<file path="src/rtl/mul_iter_64.sv">
// rtl/mul_iter_64.sv - iterative radix-2 shift-add multiplier (MUL / UMULH)
//
// Ports:
//   clk      in   system clock, rising edge
//   reset_n  in   synchronous active-low reset
//   start    in   request a multiply, accepted when busy=0
//   op       in   0 = low half of product, 1 = high half (unsigned)
//   a        in   multiplicand
//   b        in   multiplier
//   busy     out  high while iterating
//   done     out  one-cycle pulse when result becomes valid
//   result   out  selected product half, held until the next completion

module mul_iter_64 #(
    parameter int WIDTH = 64,
    parameter int CNT_W = $clog2(WIDTH)
) (
    input  logic             clk,
    input  logic             reset_n,
    input  logic             start,
    input  logic             op,
    input  logic [WIDTH-1:0] a,
    input  logic [WIDTH-1:0] b,
    output logic             busy,
    output logic             done,
    output logic [WIDTH-1:0] result
);

    typedef enum logic [1:0] {
        S_IDLE = 2'd0,
        S_RUN  = 2'd1,
        S_DONE = 2'd2
    } state_t;

    state_t             state_q, state_d;
    logic [WIDTH-1:0]   mcand_q, mcand_d;
    logic               op_q, op_d;
    logic [2*WIDTH-1:0] prod_q, prod_d;
    logic [CNT_W-1:0]   cnt_q, cnt_d;
    logic [WIDTH-1:0]   result_q, result_d;

    // One shift-add step; the sum keeps one extra bit so the adder carry
    // shifts into the top of the product instead of being dropped.
    logic [WIDTH:0]     sum;
    logic [2*WIDTH-1:0] prod_step;

    always_comb begin
        sum       = {1'b0, prod_q[2*WIDTH-1:WIDTH]}
                  + (prod_q[0] ? {1'b0, mcand_q} : {(WIDTH+1){1'b0}});
        prod_step = {sum, prod_q[WIDTH-1:1]};
    end

    always_comb begin
        state_d  = state_q;
        mcand_d  = mcand_q;
        op_d     = op_q;
        prod_d   = prod_q;
        cnt_d    = cnt_q;
        result_d = result_q;

        case (state_q)
            S_IDLE, S_DONE: begin
                // DONE accepts a new start just like IDLE for back-to-back use.
                if (start) begin
                    state_d = S_RUN;
                    mcand_d = a;
                    op_d    = op;
                    prod_d  = {{WIDTH{1'b0}}, b};
                    cnt_d   = '0;
                end else begin
                    state_d = S_IDLE;
                end
            end
            S_RUN: begin
                prod_d = prod_step;
                cnt_d  = cnt_q + CNT_W'(1);
                if (cnt_q == CNT_W'(WIDTH - 1)) begin
                    // Result is taken from the final step's product so it is
                    // valid in the same cycle done is raised.
                    state_d  = S_DONE;
                    result_d = op_q ? prod_step[2*WIDTH-1:WIDTH]
                                    : prod_step[WIDTH-1:0];
                end
            end
            default: begin
                state_d = S_IDLE;
            end
        endcase
    end

    always_ff @(posedge clk) begin
        if (!reset_n) begin
            state_q  <= S_IDLE;
            mcand_q  <= '0;
            op_q     <= 1'b0;
            prod_q   <= '0;
            cnt_q    <= '0;
            result_q <= '0;
        end else begin
            state_q  <= state_d;
            mcand_q  <= mcand_d;
            op_q     <= op_d;
            prod_q   <= prod_d;
            cnt_q    <= cnt_d;
            result_q <= result_d;
        end
    end

    assign busy   = (state_q == S_RUN);
    assign done   = (state_q == S_DONE);
    assign result = result_q;

endmodule

</file>
<file path="config.mk">
export PLATFORM = sky130hd
export DESIGN_NAME = mul_iter_64
export DESIGN_NICKNAME = d
export VERILOG_FILES = /design/src/rtl/mul_iter_64.sv
export SDC_FILE = /design/constraint.sdc
export NUM_CORES = 1
export LEC_CHECK = 0
export CAP_MARGIN = 20
export CELL_PAD_IN_SITES_DETAIL_PLACEMENT = 1
export CELL_PAD_IN_SITES_GLOBAL_PLACEMENT = 2
export CORE_UTILIZATION = 35
export CTS_BUF_LIST = sky130_fd_sc_hd__clkbuf_4
export DETAILED_ROUTE_END_ITERATION = 10
export DONT_BUFFER_PORTS = 1
export PLACE_DENSITY_LB_ADDON = 0.1
export SKIP_LAST_GASP = 1
export SYNTH_ARGS = -nofsm -noshare
export SYNTH_HDL_FRONTEND = slang
export SYNTH_SLANG_ARGS = --single-unit
</file>
<file path="constraint.sdc">
create_clock -name clk -period 9.1 [get_ports clk]
set_input_delay 0.91 -clock clk [delete_from_list [all_inputs] [get_ports clk]]
set_output_delay 0.91 -clock clk [all_outputs]
set_load 0.05 [all_outputs]
</file>
### Word level (Yosys, flattened, before mapping)

Index checks and enable logic that the tools add are counted.

| word-level totals | value |
|---|---|
| flip-flop bits (word level) | 265 |
| output and inout bits | 66 |

| operators by class | value |
|---|---|
| add/sub/neg operators | 2 |
| multiplexer cells | 9 |
| eq/ne operators | 5 |
| reductions and logical operators | 6 |

Operator list:

| kind | count |
|---|---|
| 128-bit one-hot mux with 2 select lines | 1 |
| 128-bit two-way mux | 1 |
| 64-bit two-way mux | 2 |
| 64-bit by 64-bit adder with 65-bit output | 1 |
| 6-bit one-hot mux with 2 select lines | 1 |
| 6-bit by 1-bit adder with 6-bit output, second input constant | 1 |
| 6-bit equality test, second input constant | 1 |
| 6-bit two-way mux | 1 |
| 2-bit AND reduction | 3 |
| 2-bit one-hot mux with 2 select lines | 1 |
| 2-bit by 1-bit equality test with 1-bit output, second input constant | 1 |
| 2-bit equality test, second input constant | 1 |
| 2-bit logical NOT | 1 |
| 2-bit two-way mux | 1 |
| 2-bit by 1-bit != test with 1-bit output, second input constant | 1 |
| 2-bit != test, second input constant | 1 |
| 2-bit nonzero test | 1 |
| 2-bit OR reduction | 1 |
| 1-bit two-way mux | 1 |

### Depth between registers and ports, before layout

Gate-level depths: netlist of run 1.

| logic depth | value |
|---|---|
| word-level depth | 4 |
| depth in mapped cells | 16 |
| depth with buffers taken out | 14 |

### Worst setup path before layout of run 1

Ideal clock, no wire load.

| timing | value |
|---|---|
| path kind | register -> register |
| start | register prod_q[0] |
| end | register result_q[47], in the netlist result[47] |
| buffers on the path | 2 |
| path slack | 5554 ps |
| required time | 8967 ps |
| data arrival time | 3414 ps |
| stages on the path, launching flop included | 17 |
| cells stage by stage | dfxtp_1 -> clkbuf_1 -> clkbuf_1 -> and2_1 -> ha_1 -> inv_1 -> fa_1 -> and2b_1 -> o2111ai_2 -> a2111oi_2 -> nor4b_2 -> a21o_1 -> o41a_1 -> a21oi_1 -> o21ai_0 -> a31oi_1 -> a21oi_1 |

| between the ends | value |
|---|---|
| longest elaborated chain between the ends | 3 |

Ends and longest elaborated chain:

| item | line | source |
|---|---|---|
| from (decl) | 38 | `logic [2*WIDTH-1:0] prod_q, prod_d;` |
| from (signal assigned) | 103 | `prod_q <= prod_d;` |
| 64-bit two-way mux | 49 | `+ (prod_q[0] ? {1'b0, mcand_q} : {(WIDTH+1){1'b0}});` |
| 64-bit by 64-bit adder with 65-bit output | 49 |  |
| 64-bit two-way mux | 81 | `result_d = op_q ? prod_step[2*WIDTH-1:WIDTH]` |
| to (signal assigned) | 105 | `result_q <= result_d;` |
| to (decl) | 40 | `logic [WIDTH-1:0] result_q, result_d;` |

Every way passes these cells.
A chain may end at the register's enable or synchronous reset.

### Final worst setup path of run 1

| timing | value |
|---|---|
| start | register prod_q[0] |
| end | register result_q[63], in the netlist result[63] |

Same word-level chain as after synthesis.

==> impl_summary.log, run 1 <==
[metrics] first-pass GRT wire length: 78000 µm
[metrics] Ports: 198
[metrics] Final Core Density: 0.385
[metrics] die outline height: 205 µm
[metrics] WL per Instance: 22.0 µm
[metrics] number of remaining DRC errors: 0
[metrics] Synth Register Bits: 265
[metrics] post-synthesis to final-layout area growth: 8.58%
[metrics] maximum vdd ir drop: 0.0000845 V
[metrics] fraction of power consumed by sequential logic: 0.493
[metrics] Synthesized Nets: 1960
[metrics] final weighted congestion in routability-driven placement: 0.842
[metrics] cell-internal power: 1.81 mW
[metrics] number of distinct library cell variants in the gate-level netlist after synthesis: 68
[metrics] tightest slew margin relative to the limit: 0.205
[metrics] total iterations of the first detailed-routing run: 5
[metrics] Synth top cells by count: sky130_fd_sc_hd__nand2_1, sky130_fd_sc_hd__dfxtp_1, sky130_fd_sc_hd__a21boi_0
[metrics] clock transition at the registers of the reported paths: 0.06 ns
[metrics] Clk Latency, worst-skew pair: 0.77 ns
[metrics] required time reported for the critical path endpoint: 9.81 ns
[metrics] total number of vias: 12812
[metrics] post-route standard cell area excluding fillers: 15700 µm²
[metrics] part of the cycle the worst path needs: 0.489
[metrics] maximum single-stage delay on the critical path: 0.66 ns
[metrics] top post-synthesis cells by area: sky130_fd_sc_hd__dfxtp_1, sky130_fd_sc_hd__nand2_1, sky130_fd_sc_hd__a21boi_0
[metrics] drt total wl: 50800 µm
[metrics] Top Family by Delay on Critical Path: compound AO/OA/AOI/OAI gates
[metrics] post-synthesis average cell area: 8.20 µm²
[metrics] floorplan die area: 42100 µm²
[metrics] number of cells on the critical path: 15
[metrics] final worst clock skew: 0.0622 ns
[metrics] Comb pwr share: 0.074
[metrics] share of post-route cells with drive strength above 1: 0.0835
[metrics] critical path, cell by cell: buf_4, and2_1, ha_1, inv_1, fa_1, and2b_1, o2111ai_2, a2111oi_2, nor4b_2, a21o_1, o41a_1, nand2_2, a31oi_2, o2111ai_1, a31o_1
[metrics] leakage power of the design: 6.32 nW
[metrics] setup repair after global routing missed its margin: false
[metrics] count of max-cap constraint violations: 0
[metrics] total negative setup slack: 0 ns
[metrics] fraction of power consumed by the clock network: 0.432
[metrics] Final #Nets: 1928
[metrics] achievable clock frequency: 0.225 GHz
[metrics] IO Port Bufs: 0
[metrics] gate count after technology mapping: 1762
[metrics] clock buffer depth: 3
[metrics] endpoint kind of the worst setup timing path: flop
[metrics] number of core rows: 74
[metrics] crit path max-delay cell type: sky130_fd_sc_hd__dfxtp_1
[metrics] total global routing track utilization: 0.241
[metrics] Starting DRT DRC Count: 763
[metrics] switching fraction of total power: 0.276
[metrics] min cycle time layout: 4.45 ns
[metrics] most repeated cell in the gate-level netlist after synthesis: sky130_fd_sc_hd__nand2_1
[metrics] number of routed nets with antenna violations: 0
[metrics] leading register cell type out of synthesis: sky130_fd_sc_hd__dfxtp_1
[metrics] pins over their slew limit: 0
[metrics] number of clock buffers inserted by TritonCTS: 79
[metrics] Arrival @ worst endpoint: 5.16 ns
[metrics] maximum fanout encountered on the critical timing path: 44
[metrics] cell count of the worst reg-to-reg path: 15
[metrics] via density per instance: 5.55
[metrics] final hold vios: 0
[metrics] type of the most critical hold path: input pin to flop
[metrics] Async S/R FF share, synth: 0
[metrics] number of clock sinks: 265
[metrics] buffer cell driving the clock tree root: sky130_fd_sc_hd__clkbuf_4
[metrics] power density normalized to cell area: 160 nW/µm²
[metrics] number of buffer and inverter stages on the critical path: 2
[metrics] top-area cell type share of the netlist area: 0.367
[metrics] initial core utilization: 0.354
[metrics] total of endpoints with negative setup slack in the final report: 0
[metrics] sequential fraction of the synthesis area: 0.367
[metrics] sum of overflow across all layers after global routing: 0
[metrics] Post-Place Cell Area: 14700 µm²
[metrics] count of synthesis-stage warnings from yosys: 0
[metrics] core area: 40700 µm²
[metrics] most area-hungry cell type in the Yosys netlist: sky130_fd_sc_hd__dfxtp_1
[metrics] pin count of the biggest net entering global routing: 244
[metrics] number of global-route vias before repair: 13145
[metrics] Worst-Margin Slew: 1.19 ns
[metrics] switching power total: 0.691 mW
[metrics] outcome: completed
[metrics] mapped cell area: 14400 µm²
[metrics] Max H-tree Level: 3
[metrics] TritonCTS clock tree: built
[metrics] Setup Fix Bufs, Post-CTS: 0
[metrics] EDFF count, synth: 0
[metrics] Post-CTS Hold Buffers: 0
[metrics] width of the die: 205 µm
[metrics] Setup Crit Path Kind: flop to flop
[metrics] Hold Path Stages: 2
[metrics] kind of start point of the critical path: flop
[metrics] Gates resized, CTS repair: 0
[metrics] antenna violations before repair: 5
[metrics] Detail Placement HPWL: 36200 µm
==> per-stage QoR <==
step                      total power [mW]  setup WS [ns]  hold WS [ns]  cells
after floorplan                       1.39           5.55         0.432   1762
after global placement                1.44           4.75         0.448   2179
after detailed placement              1.45           4.62         0.457   2179
after CTS                             2.55           4.60         0.195   2302
after global routing                  2.64           4.28         0.196   2306
final                                 2.50           4.65         0.284   2307
==> cell usage in the layout (no fill, tap or decap), types with 16 or more instances in the layout <==
cell type | Yosys | routed
sky130_fd_sc_hd__nor2_1 | 46 | 45
sky130_fd_sc_hd__nor2b_1 | 40 | 39
sky130_fd_sc_hd__a22oi_1 | 93 | 93
sky130_fd_sc_hd__and2_1 | 72 | 72
sky130_fd_sc_hd__nand3_1 | 18 | 17
sky130_fd_sc_hd__or3_1 | 16 | 16
sky130_fd_sc_hd__o211a_1 | 24 | 24
sky130_fd_sc_hd__nand2_1 | 323 | 323
sky130_fd_sc_hd__o21ai_0 | 91 | 91
sky130_fd_sc_hd__clkbuf_4 | 0 | 104
sky130_fd_sc_hd__nand4_1 | 19 | 19
sky130_fd_sc_hd__mux2i_1 | 26 | 26
sky130_fd_sc_hd__a21boi_0 | 137 | 137
sky130_fd_sc_hd__xor2_1 | 34 | 34
sky130_fd_sc_hd__o21bai_1 | 17 | 17
sky130_fd_sc_hd__a21o_1 | 33 | 33
sky130_fd_sc_hd__a21oi_1 | 132 | 132
sky130_fd_sc_hd__ha_1 | 65 | 65
sky130_fd_sc_hd__xnor2_1 | 25 | 25
sky130_fd_sc_hd__dfxtp_1 | 265 | 264
sky130_fd_sc_hd__a31oi_1 | 22 | 22
==> area by class of cell <==
class                           instances  area (µm²)
Multi-Input combinational cell       1354        8620
Fill cell                            4886       25100
Timing Repair Buffer                   13         130
Clock buffer                          104         781
Antenna cell                            3        7.51
Tap cell                              532         666
Clock inverter                         19         101
Sequential cell                       265        5310
Inverter                               17        66.3
==> sequential cells by signal (all words and copies together) (netlist names) <==
name     count
prod_q     128
mcand_q     64
result      64
cnt_q        6
state_q      2
op_q         1
==> kinds of logic (layout without fill, tap and decap cells) <==
group           after synthesis  in the layout  synth area share
simple gates                571            571             0.183
compound gates              631            631             0.299
fa+ha+maj                    66             66            0.0577
xor+xnor                     59             59            0.0358
flops                       265            265             0.367
buf+inv                     143            153            0.0378
other cells                   0              3                 0
mux                          27             27            0.0188
==> layer usage <==
layer | share of wire | track usage | up-vias
met3 | 0.057 | 0.0662 | 66
li1 | - | - | 6252
met4 | 0.018 | 0.0735 | 4
met1 | 0.47 | 0.321 | 6247
met5 | 0.00055 | 0 | -
met2 | 0.45 | 0.375 | 243
==> power groups by stage <==
| stage | Combinational [mW] | Clock (mW) | Sequential [mW] |
|---|---|---|---|
| 2_1_floorplan | 0.149 | 0 | 1.24 |
| 3_3_place_gp | 0.182 | 0 | 1.26 |
| 3_5_place_dp | 0.186 | 0 | 1.26 |
| 4_1_cts | 0.187 | 1.13 | 1.24 |
| 5_1_grt | 0.208 | 1.19 | 1.24 |
| 6_report | 0.185 | 1.08 | 1.24 |
==> path summary, 6_finish.rpt <==
kind / startpoint / end / slack (ns)
worst max-delay path: prod_q[0] / result[63] / 4.65
worst min-delay path: op / op_q / 0.28
worst max register to register: prod_q[0] / result[63] / 4.65
worst min register to register: prod_q[123] / prod_q[123] / 0.46
Power figures use the tool's default switching activity.
==> run 2: changes to the inputs <==
clock period = 4.6 ns   (was 9.1 ns; I/O delays follow)
==> impl_summary.log, run 2 (synthesis results as in run 1) <==
[metrics] setup repair after global routing missed its margin: false
[metrics] Ports: 198
[metrics] number of core rows: 74
[metrics] first-pass GRT wire length: 82200 µm
[metrics] Setup Crit Path Kind: flop to flop
[metrics] maximum fanout encountered on the critical timing path: 44
[metrics] type of the most critical hold path: input pin to flop
[metrics] number of clock sinks: 265
[metrics] total negative setup slack: 0 ns
[metrics] end of the worst register-to-register path: result[35]
[metrics] Setup Fix Bufs, Post-CTS: 0
[metrics] Max H-tree Level: 3
[metrics] number of remaining DRC errors: 0
[metrics] worst r2r src: prod_q[0]
[metrics] initial core utilization: 0.354
[metrics] final hold vios: 0
[metrics] Final #Nets: 2060
[metrics] IO Port Bufs: 0
[metrics] total iterations of the first detailed-routing run: 5
[metrics] Post-CTS Hold Buffers: 131
[metrics] terminating pin of the worst hold path: mcand_q[14]
[metrics] TritonCTS clock tree: built
[metrics] WL per Instance: 21.7 µm
[metrics] floorplan die area: 42100 µm²
[metrics] Detail Placement HPWL: 36600 µm
[metrics] cell count of the worst reg-to-reg path: 15
[metrics] kind of start point of the critical path: flop
[metrics] tightest slew margin relative to the limit: 0.335
[metrics] power density normalized to cell area: 313 nW/µm²
[metrics] total global routing track utilization: 0.254
[metrics] start point of the worst hold path: start
[metrics] clock buffer depth: 3
[metrics] register-to-register setup slack: 0.54 ns
[metrics] total of endpoints with negative setup slack in the final report: 0
[metrics] achievable clock frequency: 0.246 GHz
[metrics] clock transition at the registers of the reported paths: 0.07 ns
[metrics] required time reported for the critical path endpoint: 5.25 ns
[metrics] drt total wl: 53400 µm
[metrics] Hold Path Stages: 3
[metrics] part of the cycle the worst path needs: 0.883
[metrics] min cycle time layout: 4.06 ns
[metrics] maximum vdd ir drop: 0.000199 V
[metrics] commonest non-fill, non-tap cells in the layout: sky130_fd_sc_hd__nand2_1, sky130_fd_sc_hd__dfxtp_1, sky130_fd_sc_hd__a21boi_0
[metrics] total chip power: 5.39 mW
[metrics] final weighted congestion in routability-driven placement: 0.839
[metrics] pin count of the biggest net entering global routing: 239
[metrics] antenna violations before repair: 6
[metrics] width of the die: 205 µm
[metrics] share of post-route cells with drive strength above 1: 0.0876
[metrics] Gates resized, CTS repair: 0
[metrics] number of clock buffers inserted by TritonCTS: 78
[metrics] pins over their slew limit: 0
[metrics] via density per instance: 5.51
[metrics] count of max-cap constraint violations: 0
[metrics] Clk Latency, worst-skew pair: 0.82 ns
[metrics] Layout Cells excl Fill: 2457
[metrics] leakage power of the design: 6.98 nW
[metrics] buffer cell driving the clock tree root: sky130_fd_sc_hd__clkbuf_4
[metrics] flip-flop count of the largest register, all copies and words added: 128
[metrics] Placed Cells incl. Taps: 2182
[metrics] endpoint kind of the worst setup timing path: flop
[metrics] Arrival @ worst endpoint: 4.71 ns
[metrics] post-synthesis to final-layout area growth: 19.1%
[metrics] largest reg by FF count: prod_q
[metrics] outcome: completed
[metrics] number of routed nets with antenna violations: 0
[metrics] number of global-route vias before repair: 14154
[metrics] sum of overflow across all layers after global routing: 0
[metrics] core area: 40700 µm²
[metrics] total number of vias: 13535
[metrics] Starting DRT DRC Count: 625
[metrics] Worst-Margin Slew: 0.996 ns
[metrics] final worst clock skew: 0.0670 ns
[metrics] die outline height: 205 µm
[metrics] most common library cell in the layout ignoring fill and taps: sky130_fd_sc_hd__nand2_1
[run 2: final cells by class]
type	instances	area [µm²]
antenna	7	17.5
clock buffer	120	901
clock inverter	16	146
fill	4882	23500
inverter	17	66.3
multi-input combinational	1354	8620
sequential	265	5310
tap	532	666
timing repair buffer	146	1470
[run 2: worst max path at each step]
stage	slack [ns]	depth (start not counted)	end	from
after global placement	0.67	15	result[63]	prod_q[0]
after CTS	0.51	15	prod_q[127]	prod_q[0]
final	0.54	15	result[35]	prod_q[0]
after global routing	0.24	15	result[55]	prod_q[0]
after floorplan	1.05	16	result[47]	prod_q[0]
after detailed placement	0.54	15	prod_q[127]	prod_q[0]
[run 2: power by group]
group          leakage, nW  internal (mW)  switching, mW
sequential            2.16           2.37         0.0713
combinational         4.20          0.200          0.304
clock                0.628           1.35           1.09
[run 2: per-stage QoR]
| stage | area (µm²) | utilization | hold WS, ns | worst slack [ns] |
|---|---|---|---|---|
| after global routing | 17200 | 0.422 | 0.113 | 0.244 |
| after detailed placement | 14800 | 0.363 | 0.457 | 0.535 |
| after floorplan | 14400 | - | 0.432 | 1.05 |
| after CTS | 17200 | 0.421 | 0.0704 | 0.508 |
| after global placement | 14800 | 0.363 | 0.445 | 0.670 |
| final | 17200 | 0.422 | 0.148 | 0.539 |
[run 2: worst max-delay path, cell delays in order (launching register included)]
cell                        delay, ns
sky130_fd_sc_hd__dfxtp_1         0.33
sky130_fd_sc_hd__buf_4           0.37
sky130_fd_sc_hd__and2_1          0.20
sky130_fd_sc_hd__ha_1            0.16
sky130_fd_sc_hd__inv_1           0.06
sky130_fd_sc_hd__fa_1            0.39
sky130_fd_sc_hd__and2b_1         0.25
sky130_fd_sc_hd__o2111ai_2       0.19
sky130_fd_sc_hd__a2111oi_2       0.46
sky130_fd_sc_hd__nor4b_2         0.14
sky130_fd_sc_hd__a21oi_1         0.22
sky130_fd_sc_hd__a31oi_1         0.17
sky130_fd_sc_hd__o21ai_1         0.37
sky130_fd_sc_hd__a31oi_1         0.16
sky130_fd_sc_hd__xor2_1          0.28
sky130_fd_sc_hd__a31oi_1         0.12
[run 2: layer usage]
layer  up-vias  track usage  wire (µm)
li1       6551            -          -
met5         -            0         23
met3        85       0.0622       2450
met1      6635        0.339      25600
met2       260        0.400      24100
met4         4       0.0778       1130
